## src/rtl/note_period_gen.sv

```systemverilog
// rtl/note_period_gen.sv - multi-channel note-to-period generator
// Octave/semitone from iterative divide-by-12, period = rounded base >> octave.
module note_period_gen #(
  parameter int NCH       = 4,
  parameter int NBIT_CH   = 2,
  parameter int NBIT_NOTE = 7,
  parameter int NBIT_OUT  = 16,
  parameter int NOTE_MIN  = 12,
  parameter int NOTE_MAX  = 119,
  parameter int RST_VAL   = 916
) (
  input  logic                    clk,
  input  logic                    rstn,
  input  logic                    en,
  input  logic                    req_valid,
  output logic                    req_ready,
  input  logic [NBIT_CH-1:0]      req_ch,
  input  logic [NBIT_NOTE-1:0]    req_note,
  output logic                    resp_valid,
  output logic [NBIT_CH-1:0]      resp_ch,
  output logic                    resp_err,
  output logic [NBIT_OUT-1:0]     resp_period,
  output logic [NCH*NBIT_OUT-1:0] period_all
);

  localparam logic [1:0] S_IDLE  = 2'd0;
  localparam logic [1:0] S_DIV   = 2'd1;
  localparam logic [1:0] S_SHIFT = 2'd2;
  localparam logic [1:0] S_DONE  = 2'd3;

  localparam int NBIT_OCT = $clog2((1 << NBIT_NOTE) / 12 + 1);
  localparam int NW       = NBIT_OUT + 1;
  localparam int NCH_CODE = 1 << NBIT_CH;

  localparam logic [NBIT_NOTE-1:0] NMIN   = NBIT_NOTE'(NOTE_MIN);
  localparam logic [NBIT_NOTE-1:0] NMAX   = NBIT_NOTE'(NOTE_MAX);
  localparam logic [NBIT_NOTE-1:0] TWELVE = NBIT_NOTE'(12);

  // One bit per channel code; lets the range check work when NCH < 2**NBIT_CH.
  function automatic logic [NCH_CODE-1:0] ch_mask_f();
    logic [NCH_CODE-1:0] m;
    m = '0;
    for (int i = 0; i < NCH_CODE; i++) m[i] = (i < NCH);
    return m;
  endfunction

  localparam logic [NCH_CODE-1:0] CH_MASK = ch_mask_f();

  function automatic logic [NW-1:0] base_f(input logic [3:0] idx);
    case (idx)
      4'd0:    base_f = NW'(24660);
      4'd1:    base_f = NW'(23276);
      4'd2:    base_f = NW'(21969);
      4'd3:    base_f = NW'(20736);
      4'd4:    base_f = NW'(19572);
      4'd5:    base_f = NW'(18474);
      4'd6:    base_f = NW'(17437);
      4'd7:    base_f = NW'(16458);
      4'd8:    base_f = NW'(15535);
      4'd9:    base_f = NW'(14663);
      4'd10:   base_f = NW'(13840);
      4'd11:   base_f = NW'(13063);
      default: base_f = '0;
    endcase
  endfunction

  logic [1:0]           state;
  logic [NBIT_CH-1:0]   ch_r;
  logic [NBIT_NOTE-1:0] rem;
  logic [NBIT_OCT-1:0]  oct;
  logic [NW-1:0]        base_v;
  logic [NW-1:0]        rnd;
  logic [NBIT_OUT-1:0]  p;
  logic                 note_ok;
  logic                 ch_ok;

  assign req_ready = (state == S_IDLE) && en;
  assign note_ok   = (req_note >= NMIN) && (req_note <= NMAX);
  assign ch_ok     = CH_MASK[req_ch];

  // Half-LSB rounding term is zero at octave 0, so one formula covers both cases.
  always_comb begin
    base_v = base_f(rem[3:0]);
    rnd    = (NW'(1) << oct) >> 1;
    p      = NBIT_OUT'((base_v + rnd) >> oct);
  end

  always_ff @(posedge clk or negedge rstn) begin
    if (!rstn) begin
      state       <= S_IDLE;
      ch_r        <= '0;
      rem         <= '0;
      oct         <= '0;
      resp_valid  <= 1'b0;
      resp_ch     <= '0;
      resp_err    <= 1'b0;
      resp_period <= '0;
      period_all  <= {NCH{NBIT_OUT'(RST_VAL)}};
    end else if (en) begin
      case (state)
        S_IDLE: begin
          if (req_valid) begin
            ch_r <= req_ch;
            if (note_ok && ch_ok) begin
              rem   <= req_note - NMIN;
              oct   <= '0;
              state <= S_DIV;
            end else begin
              resp_valid  <= 1'b1;
              resp_err    <= 1'b1;
              resp_ch     <= req_ch;
              resp_period <= '0;
              state       <= S_DONE;
            end
          end
        end
        S_DIV: begin
          if (rem >= TWELVE) begin
            rem <= rem - TWELVE;
            oct <= oct + NBIT_OCT'(1);
          end else begin
            state <= S_SHIFT;
          end
        end
        S_SHIFT: begin
          for (int c = 0; c < NCH; c++) begin
            if (ch_r == NBIT_CH'(c)) period_all[c*NBIT_OUT +: NBIT_OUT] <= p;
          end
          resp_valid  <= 1'b1;
          resp_err    <= 1'b0;
          resp_ch     <= ch_r;
          resp_period <= p;
          state       <= S_DONE;
        end
        default: begin
          resp_valid <= 1'b0;
          state      <= S_IDLE;
        end
      endcase
    end
  end

endmodule

```

## config.mk

```make
export PLATFORM = sky130hd
export DESIGN_NAME = note_period_gen
export DESIGN_NICKNAME = d
export VERILOG_FILES = /design/src/rtl/note_period_gen.sv
export SDC_FILE = /design/constraint.sdc
export NUM_CORES = 1
export LEC_CHECK = 0
export CORE_UTILIZATION = 50
export CTS_CLUSTER_DIAMETER = 200
export CTS_CLUSTER_SIZE = 10
export DETAILED_ROUTE_END_ITERATION = 8
export DONT_BUFFER_PORTS = 1
export PLACE_DENSITY = 0.61
export SLEW_MARGIN = 0
export SYNTH_ARGS = -nofsm -noshare
export SYNTH_HDL_FRONTEND = slang
export SYNTH_SLANG_ARGS = --single-unit
```

## constraint.sdc

```tcl
create_clock -name clk -period 8.75 [get_ports clk]
set_input_delay 1.3125 -clock clk [delete_from_list [all_inputs] [get_ports clk]]
set_output_delay 1.3125 -clock clk [all_outputs]
set_load 0.01 [all_outputs]
```

**Word-level counts from Yosys, hierarchy flattened**

Memory sizes are Yosys's and may differ from the RTL's.
Index checks and enable logic that the tools add are counted.

- Memories: 1
- Word-level logic and storage cells: 74
- Input bits: 13
- Bits in read-only memories: 240
- Register bits after elaboration: 99

Memory list:

| name | words | bits a word | read ports | clocked after Yosys merged registers in | wr ports | line | source |
|---|---|---|---|---|---|---|---|
| (name not given) | 16 | 15 | 1 | 0 | 0 | 50 | `case (idx)` |

- Order comparisons: 4
- Bitwise logic cells: 1
- Add/sub/neg operators: 4
- Shift-type cells: 2
- Mux-type cells: 24
- Reductions and logical operators: 16
- Equality and inequality tests: 10

Operators by type and width:

| operator | number |
|---|---|
| 16-bit two-way mux | 2 |
| 16-bit one-hot mux with 2 select lines | 1 |
| 7-bit two-way mux | 3 |
| 3-bit AND reduction | 6 |
| 17-bit by 16-bit adder with 17-bit output | 1 |
| 1-bit by 4-bit left shift with 17-bit output, first input constant | 1 |
| 17-bit by 4-bit >> shifter with 16-bit output | 1 |
| 7-bit by 4-bit greater-or-equal comparator with 1-bit output, second input constant | 2 |
| 7-bit one-hot mux with 2 select lines | 1 |
| 7-bit by 4-bit subtractor with 7-bit output, second input constant | 2 |
| 4-bit two-way mux | 3 |
| 2-bit two-way mux | 5 |
| 2-bit inequality test, second input constant | 4 |
| 4-bit one-hot mux with 2 select lines | 1 |
| 4-bit AND reduction | 2 |
| 7-bit <= comparator, second input constant | 1 |
| 2-bit equality test, second input constant | 3 |
| 2-bit one-hot mux with 3 select lines | 1 |
| 5-bit AND reduction | 1 |
| 4-bit by 1-bit adder with 4-bit output, second input constant | 1 |
| 2-bit by 1-bit equality test with 1-bit output, second input constant | 2 |
| 2-bit zero test | 2 |
| 2-bit one-hot mux with 2 select lines | 1 |
| 2-bit nonzero test | 2 |
| 8 further kinds | 12 |

**Depth between registers and ports, before layout**

Gate-level depths: netlist of run 1.

- Depth after elaboration: 6
- Gate-level depth with buffers: 15
- Gate-level depth less buffers: 14

**Least setup slack after synthesis of run 1**

Ideal clock, no wire load.

- Kind: register to register
- Start: register oct[1]
- End: register resp_period[7]
- Path slack: 4.773 ns
- Data arrival time: 3.846 ns
- Clock period less this slack: 3.977 ns
- Stages on the path, launching flop included: 16
- Data required time: 8.619 ns
- Cell sequence: dfrtp_1 -> clkbuf_1 -> clkinv_1 -> clkbuf_1 -> ha_1 -> and2_1 -> ha_1 -> fa_1 -> a211oi_4 -> o21ai_2 -> o21a_1 -> or3_1 -> a31o_1 -> o22ai_2 -> nor3_1 -> or3_1

- Cells in the longest elaborated chain, start to end: 4

Ends and longest elaborated chain:

| item | line | source |
|---|---|---|
| start: declaration | 70 | `logic [NBIT_OCT-1:0] oct;` |
| start signal: assignment | 120 | `oct <= oct + NBIT_OCT'(1);` |
| 1-bit by 4-bit left shift with 17-bit output | 84 | `rnd = (NW'(1) << oct) >> 1;` |
| 17-bit by 16-bit adder with 17-bit output | 85 | `p = NBIT_OUT'((base_v + rnd) >> oct);` |
| 17-bit by 4-bit >> shifter with 16-bit output * | 85 |  |
| 16-bit one-hot mux with 2 select lines * | 100 | `case (state)` |
| end signal: assignment | 132 | `resp_period <= p;` |
| end: declaration | 22 | `output logic [NBIT_OUT-1:0] resp_period,` |

Every way passes the cells marked *; elsewhere a longest branch is shown, timed or not.
A chain may end at the register's enable or synchronous reset.

**Worst setup path after layout of run 1**

- Start: register oct[1]
- End: register period_all[19]

- Cells in the longest elaborated chain, start to end: 3

Ends and longest elaborated chain:

| item | line | source |
|---|---|---|
| 1-bit by 4-bit left shift with 17-bit output | 84 |  |
| 17-bit by 16-bit adder with 17-bit output | 85 |  |
| 17-bit by 4-bit >> shifter with 16-bit output * | 85 |  |
| end signal: assignment | 98 | `period_all <= {NCH{NBIT_OUT'(RST_VAL)}};` |
| end signal: indexed assignment | 127 | `if (ch_r == NBIT_CH'(c)) period_all[c*NBIT_OUT +: NBIT_OUT] <= p;` |
| end: declaration | 23 | `output logic [NCH*NBIT_OUT-1:0] period_all` |

Marks and branches as above.

==> results.yml, run 1 <==
floorplanning:
  num_rows: 41
  die_area_mm2: 0.0135
  die_h_um: 116
  core_mm2: 0.0127
  initial_core_util: 0.515
  boundaryPins: 98
  die_w_um: 116
detailed_routing:
  ant_nets: 0
  vias: 5696
  drt_first_pass_iters: 7
  drt_iter0_drc: 482
  wl_per_cell_um: 19.9
  wirelength_mm: 17.9
  viasPerCell: 6.34
  drcViolationCount: 0
clocking:
  cts_sinks: 99
  path_clk_slew_ns: 0.07
  cts_tree: "built"
  cts_made_buffers: 9
  post_cts_buffers: 0
  clock_latency_ns: 0.35
  ctsResizeCount: 0
  clock-root-buffer: "clkbuf_16"
  clock_path_buffers: 2
  htreeDepth: 3
  hold_buffers: 0
synthesis:
  yosysWarnings: 0
  ys_ff_latch: 99
  synth_area_leaders: "dfrtp_1 30%, dfstp_2 8.1%, ha_1 6.7%, nand2_1 5.8%, nor2_1 3.9%"
  synth_nets: 802
  synth_area_mm2: 0.00653
  yosysSeqAreaShare: 0.383
  yosys.area.top_type: "dfrtp_1"
  syn-instance-count: 753
  async_flop_share: 1.00
  yosysTopAreaCellShare: 0.303
  post_synth.cell_area_avg_um2: 8.67
  synth_cell_types: 78
  synth-main-ff-cell: "dfrtp_1"
  synth_edf_count: 0
  synth_common_cells: "100 x nand2_1, 79 x dfrtp_1, 67 x nor2_1"
  synth.most_common_cell: "nand2_1"
global_route:
  grt_max_degree: 100
  grtUsageMet2: 0.427
  overflow: 0
  grt_usage: 0.270
  grt_pass1_wl_mm: 27.9
  antenna_found_initial: 0
  met1_usage: 0.362
  top_usage_layer: "met2"
  grt_pass1_vias: 5303
  use_met3: 0.0701
setup_path:
  path_cells: "clkinv_1 > ha_1 > and2_1 > ha_1 > fa_1 > a211oi_4 > o21ai_2 > o211a_1 > nor2_1 > a21oi_1 > o221ai_1 > a22oi_1 > o21ai_1"
  max_stage_delay_ns: 0.97
  end_kind: "flip-flop"
  cp_slowest_cell: "dfrtp_1"
  critPathMaxFanout: 30
  crit_arrival_ns: 5.54
  start_kind: "flip-flop"
  r2r_setup_slack_ns: 3.49
  cp.required_ns: 9.03
  crit_top_cell: "ha_1"
  worstSetupPathType: "reg2reg"
placement:
  io_buffers: 0
  dp_cells: 882
  place_ws_ns: 3.68
  dp_hpwl_mm: 13.2
  place_area_mm2: 0.00657
  place.gp.congestion: 0.898
timing:
  relSlewSlack: 0.321
  final.setup.tns_ns: 0
  finalWorstSetupSlack_ns: 3.49
  rsz0062_at_grt: "no"
  tightest_slew_ns: 1.02
  hold_viol: 0
  worst_hold_slack_ns: 0.489
  finalCritPeriodShare: 0.601
  setup_viol: 0
  fmax_ghz: 0.190
  period_minus_slack_ns: 5.26
  drv_slew: 0
  skew_ns: 0.00689
layout:
  layout-drive-gt1-share: 0.0909
  fin_nets: 770
  final_util: 0.542
  syn2layout_area_growth_pct: 5.21
  n_antenna_cell: 0
  stdcell_count: 898
  postLayoutCellArea_mm2: 0.00687
power:
  p_per_area_mw_per_mm2: 393
  power_mw: 2.70
  p_leak_nw: 2.98
  peakVddDrop_mv: 0.189
worst_hold_path:
  hold_path_class: "reg2reg"
outcome:
  status: "completed"
flow_run:
  maxCapViolCount: 0
worst max-delay path: cells and delay by family (launching register included):
| kind | cells | cell delay, ns |
|---|---|---|
| flip-flops | 1 | 0.97 |
| AND/OR/NAND/NOR | 2 | 0.41 |
| adder cells (fa/ha/maj) | 3 | 1.16 |
| buffers and inverters | 1 | 0.81 |
| AO/OA/AOI/OAI | 7 | 1.82 |
cells by family (layout without fill, tap and decap cells):
logic type | count (synthesis) | in the layout | synth area share
AO/OA/AOI/OAI | 253 | 253 | 0.271
XOR/XNOR | 10 | 10 | 0.0134
adder cells (fa/ha/maj) | 36 | 36 | 0.0702
buffers and inverters | 69 | 42 | 0.0427
flip-flops | 99 | 99 | 0.383
multiplexers | 14 | 14 | 0.0249
AND/OR/NAND/NOR | 272 | 272 | 0.194
registers in the layout (all words and copies together) (netlist names):
name         flops
rem              7
oct              4
period_all      64
state            2
ch_r             2
resp_err         1
resp_period     16
resp_ch          2
resp_valid       1
area by class of cell:
cell class,count,area (µm²)
flip-flops and latches,99,2500
clock inverters,7,70.1
well taps,172,215
multi-input cells,585,3750
clock buffers,9,225
inverters,23,86.3
fillers,1224,5800
repair buffers,3,22.5
layout by cell type (no fill, tap or decap), types with 8 or more instances in the layout:
master	netlist	routed
o21ai_0	39	39
nand2_1	100	100
nor2_1	67	67
mux2i_1	8	8
o31ai_1	9	9
a21oi_1	36	36
a22o_1	17	17
and2_1	8	8
a21o_1	11	11
dfstp_2	20	20
inv_1	21	21
ha_1	35	35
a311oi_1	8	8
o211ai_1	10	10
a211oi_1	13	13
a31oi_1	11	11
or3_1	10	10
nand3_1	27	27
dfrtp_1	79	79
nor3_1	12	12
clkbuf_16	0	9
o21ai_1	35	35
and3_1	11	11
report_power, final:
| group | switching (mW) | internal [mW] |
|---|---|---|
| combinational | 0.885 | 0.497 |
| clock | 0.193 | 0.202 |
| sequential | 0.250 | 0.670 |
| total | 1.33 | 1.37 |
final timing paths:
path | from | end | depth (start not counted)
worst min register to register | period_all[8] | period_all[8] | 2
worst max register to register | oct[1] | period_all[19] | 13
worst min-delay path | period_all[8] | period_all[8] | 2
worst max-delay path | oct[1] | period_all[19] | 13
min in group asynchronous | rstn | resp_period[15] | 0
max in group asynchronous | rstn | period_all[9] | 0
routing by layer:
layer,routed length [µm],vias up
met3,1470,25
li1,-,2698
met4,299,0
met1,7900,2745
met2,8230,228
met5,0,-
Note: power is estimated with default switching activity, not from simulation.
==> inputs of run 2 (changes only) <==
--- a/config.mk
+++ b/config.mk
@@ -5,6 +5,7 @@
 export SDC_FILE = /design/constraint.sdc
 export NUM_CORES = 1
 export LEC_CHECK = 0
+export ABC_AREA = 1
 export CORE_UTILIZATION = 50
 export CTS_CLUSTER_DIAMETER = 200
 export CTS_CLUSTER_SIZE = 10
==> constraint.sdc (replaced) <==
create_clock -name clk -period 5 [get_ports clk]
set_input_delay 0.75 -clock clk [delete_from_list [all_inputs] [get_ports clk]]
set_output_delay 0.75 -clock clk [all_outputs]
set_load 0.01 [all_outputs]
==> run 2 against run 1 <==
  * Sequential share of layout area is 0.073 points lower
  * Largest power group unchanged
  * Combinational power is 98% higher
  * Synthesized cell count is 17% higher
  * Critical endpoint is now resp_period[9]
  * Worst hold slack worse by 0.38 ns
  * Clock skew is 0.0017 ns higher
==> results.yml, run 2 <==
timing:
  final.setup.tns_ns: 0
  rsz0062_at_grt: "no"
  period_minus_slack_ns: 4.13
  hold_viol: 0
  skew_ns: 0.00859
  tightest_slew_ns: 0.893
  setup_viol: 0
  drv_slew: 0
  fmax_ghz: 0.242
  relSlewSlack: 0.403
  finalCritPeriodShare: 0.825
detailed_routing:
  vias: 5776
  drcViolationCount: 0
  ant_nets: 0
  wl_per_cell_um: 17.3
  drt_first_pass_iters: 5
  viasPerCell: 5.55
  drt_iter0_drc: 430
  wirelength_mm: 18.0
layout:
  layout-drive-gt1-share: 0.117
  seqCellArea_mm2: 0.00250
  n_antenna_cell: 0
  reg_top3: "period_all (64), resp_period (16), rem (7)"
  n_fill_cell: 1249
  syn2layout_area_growth_pct: 6.38
  multi_input_comb_area_mm2: 0.00347
  fin_nets: 913
  largest_register_ffs: 64
  largest-register: "period_all"
  postLayoutCellArea_mm2: 0.00688
  layout_commonest_cell: "nand2_1"
  mostFrequentLayoutCells: "301 x nand2_1, 107 x nand3_1, 88 x inv_1, 79 x dfrtp_1, 41 x nor2_1"
setup_path:
  worstSetupPathType: "reg2reg"
  end_kind: "flip-flop"
  crit_arrival_ns: 4.41
  cp.required_ns: 5.29
  start_kind: "flip-flop"
  critPathMaxFanout: 22
power:
  p_comb_frac: 0.543
  p_leak_nw: 3.59
  peakVddDrop_mv: 0.353
  seq_power_share: 0.321
  p_per_area_mw_per_mm2: 730
  p_int_mw: 2.38
  switching_share: 0.526
  p_clk_frac: 0.136
  p_sw_mw: 2.64
synthesis:
  synth_nets: 928
  post_synth.cell_area_avg_um2: 7.36
  yosysTopAreaCellShare: 0.306
  synth_area_mm2: 0.00647
  synth.most_common_cell: "nand2_1"
  yosysWarnings: 0
  ys_ff_latch: 99
  synth_area_leaders: "dfrtp_1 31%, nand2_1 17%, nand3_1 8.3%, dfstp_2 8.1%, ha_1 6.8%"
  syn-instance-count: 879
  synth_cell_types: 42
  yosys.area.top_type: "dfrtp_1"
  async_flop_share: 1.00
  yosysSeqAreaShare: 0.387
  synth_common_cells: "301 x nand2_1, 107 x nand3_1, 88 x inv_1"
  synth-main-ff-cell: "dfrtp_1"
  synth_edf_count: 0
floorplanning:
  num_rows: 41
  initial_core_util: 0.513
  die_area_mm2: 0.0134
  boundaryPins: 98
  core_mm2: 0.0126
  die_w_um: 116
  die_h_um: 116
clocking:
  ctsResizeCount: 0
  cts_tree: "built"
  clock_latency_ns: 0.35
  cts_made_buffers: 9
  clock_path_buffers: 2
  cts_sinks: 99
  post_cts_buffers: 0
  htreeDepth: 3
  clock-root-buffer: "clkbuf_16"
  hold_buffers: 0
  path_clk_slew_ns: 0.07
placement:
  place_area_mm2: 0.00659
  io_buffers: 0
  place.gp.congestion: 0.924
  dp_hpwl_mm: 13.7
global_route:
  grt_max_degree: 100
  overflow: 0
  antenna_found_initial: 0
  grt_pass1_wl_mm: 29.0
  grt_pass1_vias: 5516
  grt_usage: 0.283
worst_hold_path:
  hold_path_class: "in2async"
outcome:
  status: "completed"
flow_run:
  maxCapViolCount: 0
==> run 2: cell type report <==
cell class | instances | share of cell area
multi-input cells | 654 | 0.504
clock inverters | 6 | 0.00800
repair buffers | 7 | 0.00764
well taps | 172 | 0.0313
clock buffers | 10 | 0.0347
flip-flops and latches | 99 | 0.364
inverters | 93 | 0.0507
==> run 2: worst max-delay path, stage by stage (launching register included) <==
cell	delay, ns
dfrtp_1	0.81
inv_1	0.55
ha_1	0.37
inv_1	0.17
nor2_1	0.13
fa_1	0.53
nand3_1	0.10
nand3_1	0.16
nand3_1	0.17
nand3_1	0.11
nand2_1	0.11
nand3_1	0.14
nand3_1	0.20
nand2_1	0.07
nand2_1	0.20
nand4_1	0.14
nand2_1	0.09
==> run 2: stage by stage <==
step	setup slack, ns	power (mW)	util	std cells	hold WS, ns
global route	0.461	5.45	0.545	1041	0.0802
CTS	0.944	5.02	0.545	1041	0.0828
detailed placement	0.959	4.31	0.522	1025	0.457
floorplan	2.25	3.65	-	879	0.454
finish	0.874	5.02	0.545	1041	0.106
global placement	0.904	4.29	0.522	1025	0.462
==> run 2: final timing paths <==
| check | slack, ns | to | from | cells past startpoint |
|---|---|---|---|---|
| max | 0.87 | resp_period[9] | oct[0] | 16 |
| min | 0.11 | resp_period[11] | rstn | 0 |
| max reg2reg | 0.87 | resp_period[9] | oct[0] | 16 |
| min reg2reg | 0.50 | period_all[36] | period_all[36] | 2 |
| max in group asynchronous | 4.65 | period_all[20] | rstn | 0 |
| min in group clk | 0.50 | period_all[36] | period_all[36] | 2 |
==> run 2: metal layers <==
metal,share of wire,global-route usage,up-vias
li1,-,-,2828
met1,0.45,0.382,2735
met2,0.46,0.452,198
met3,0.079,0.0785,15
met4,0.011,0.0641,0
met5,0,0,-
==> run 2: logic make-up (layout without fill, tap and decap cells) <==
kind of cell | after synthesis | count (layout) | synth area share
adder cells (fa/ha/maj) | 36 | 36 | 0.0708
AO/OA/AOI/OAI | 104 | 104 | 0.100
AND/OR/NAND/NOR | 510 | 510 | 0.360
XOR/XNOR | 4 | 4 | 0.00542
buffers and inverters | 126 | 116 | 0.0770
flip-flops | 99 | 99 | 0.387
==> run 2: power groups by stage <==
stage,Combinational (mW),Sequential (mW),Clock (mW)
finish,2.73,1.61,0.684
global route,3.07,1.65,0.728
global placement,2.67,1.62,0
detailed placement,2.69,1.62,0
CTS,2.70,1.61,0.703
floorplan,2.16,1.49,0
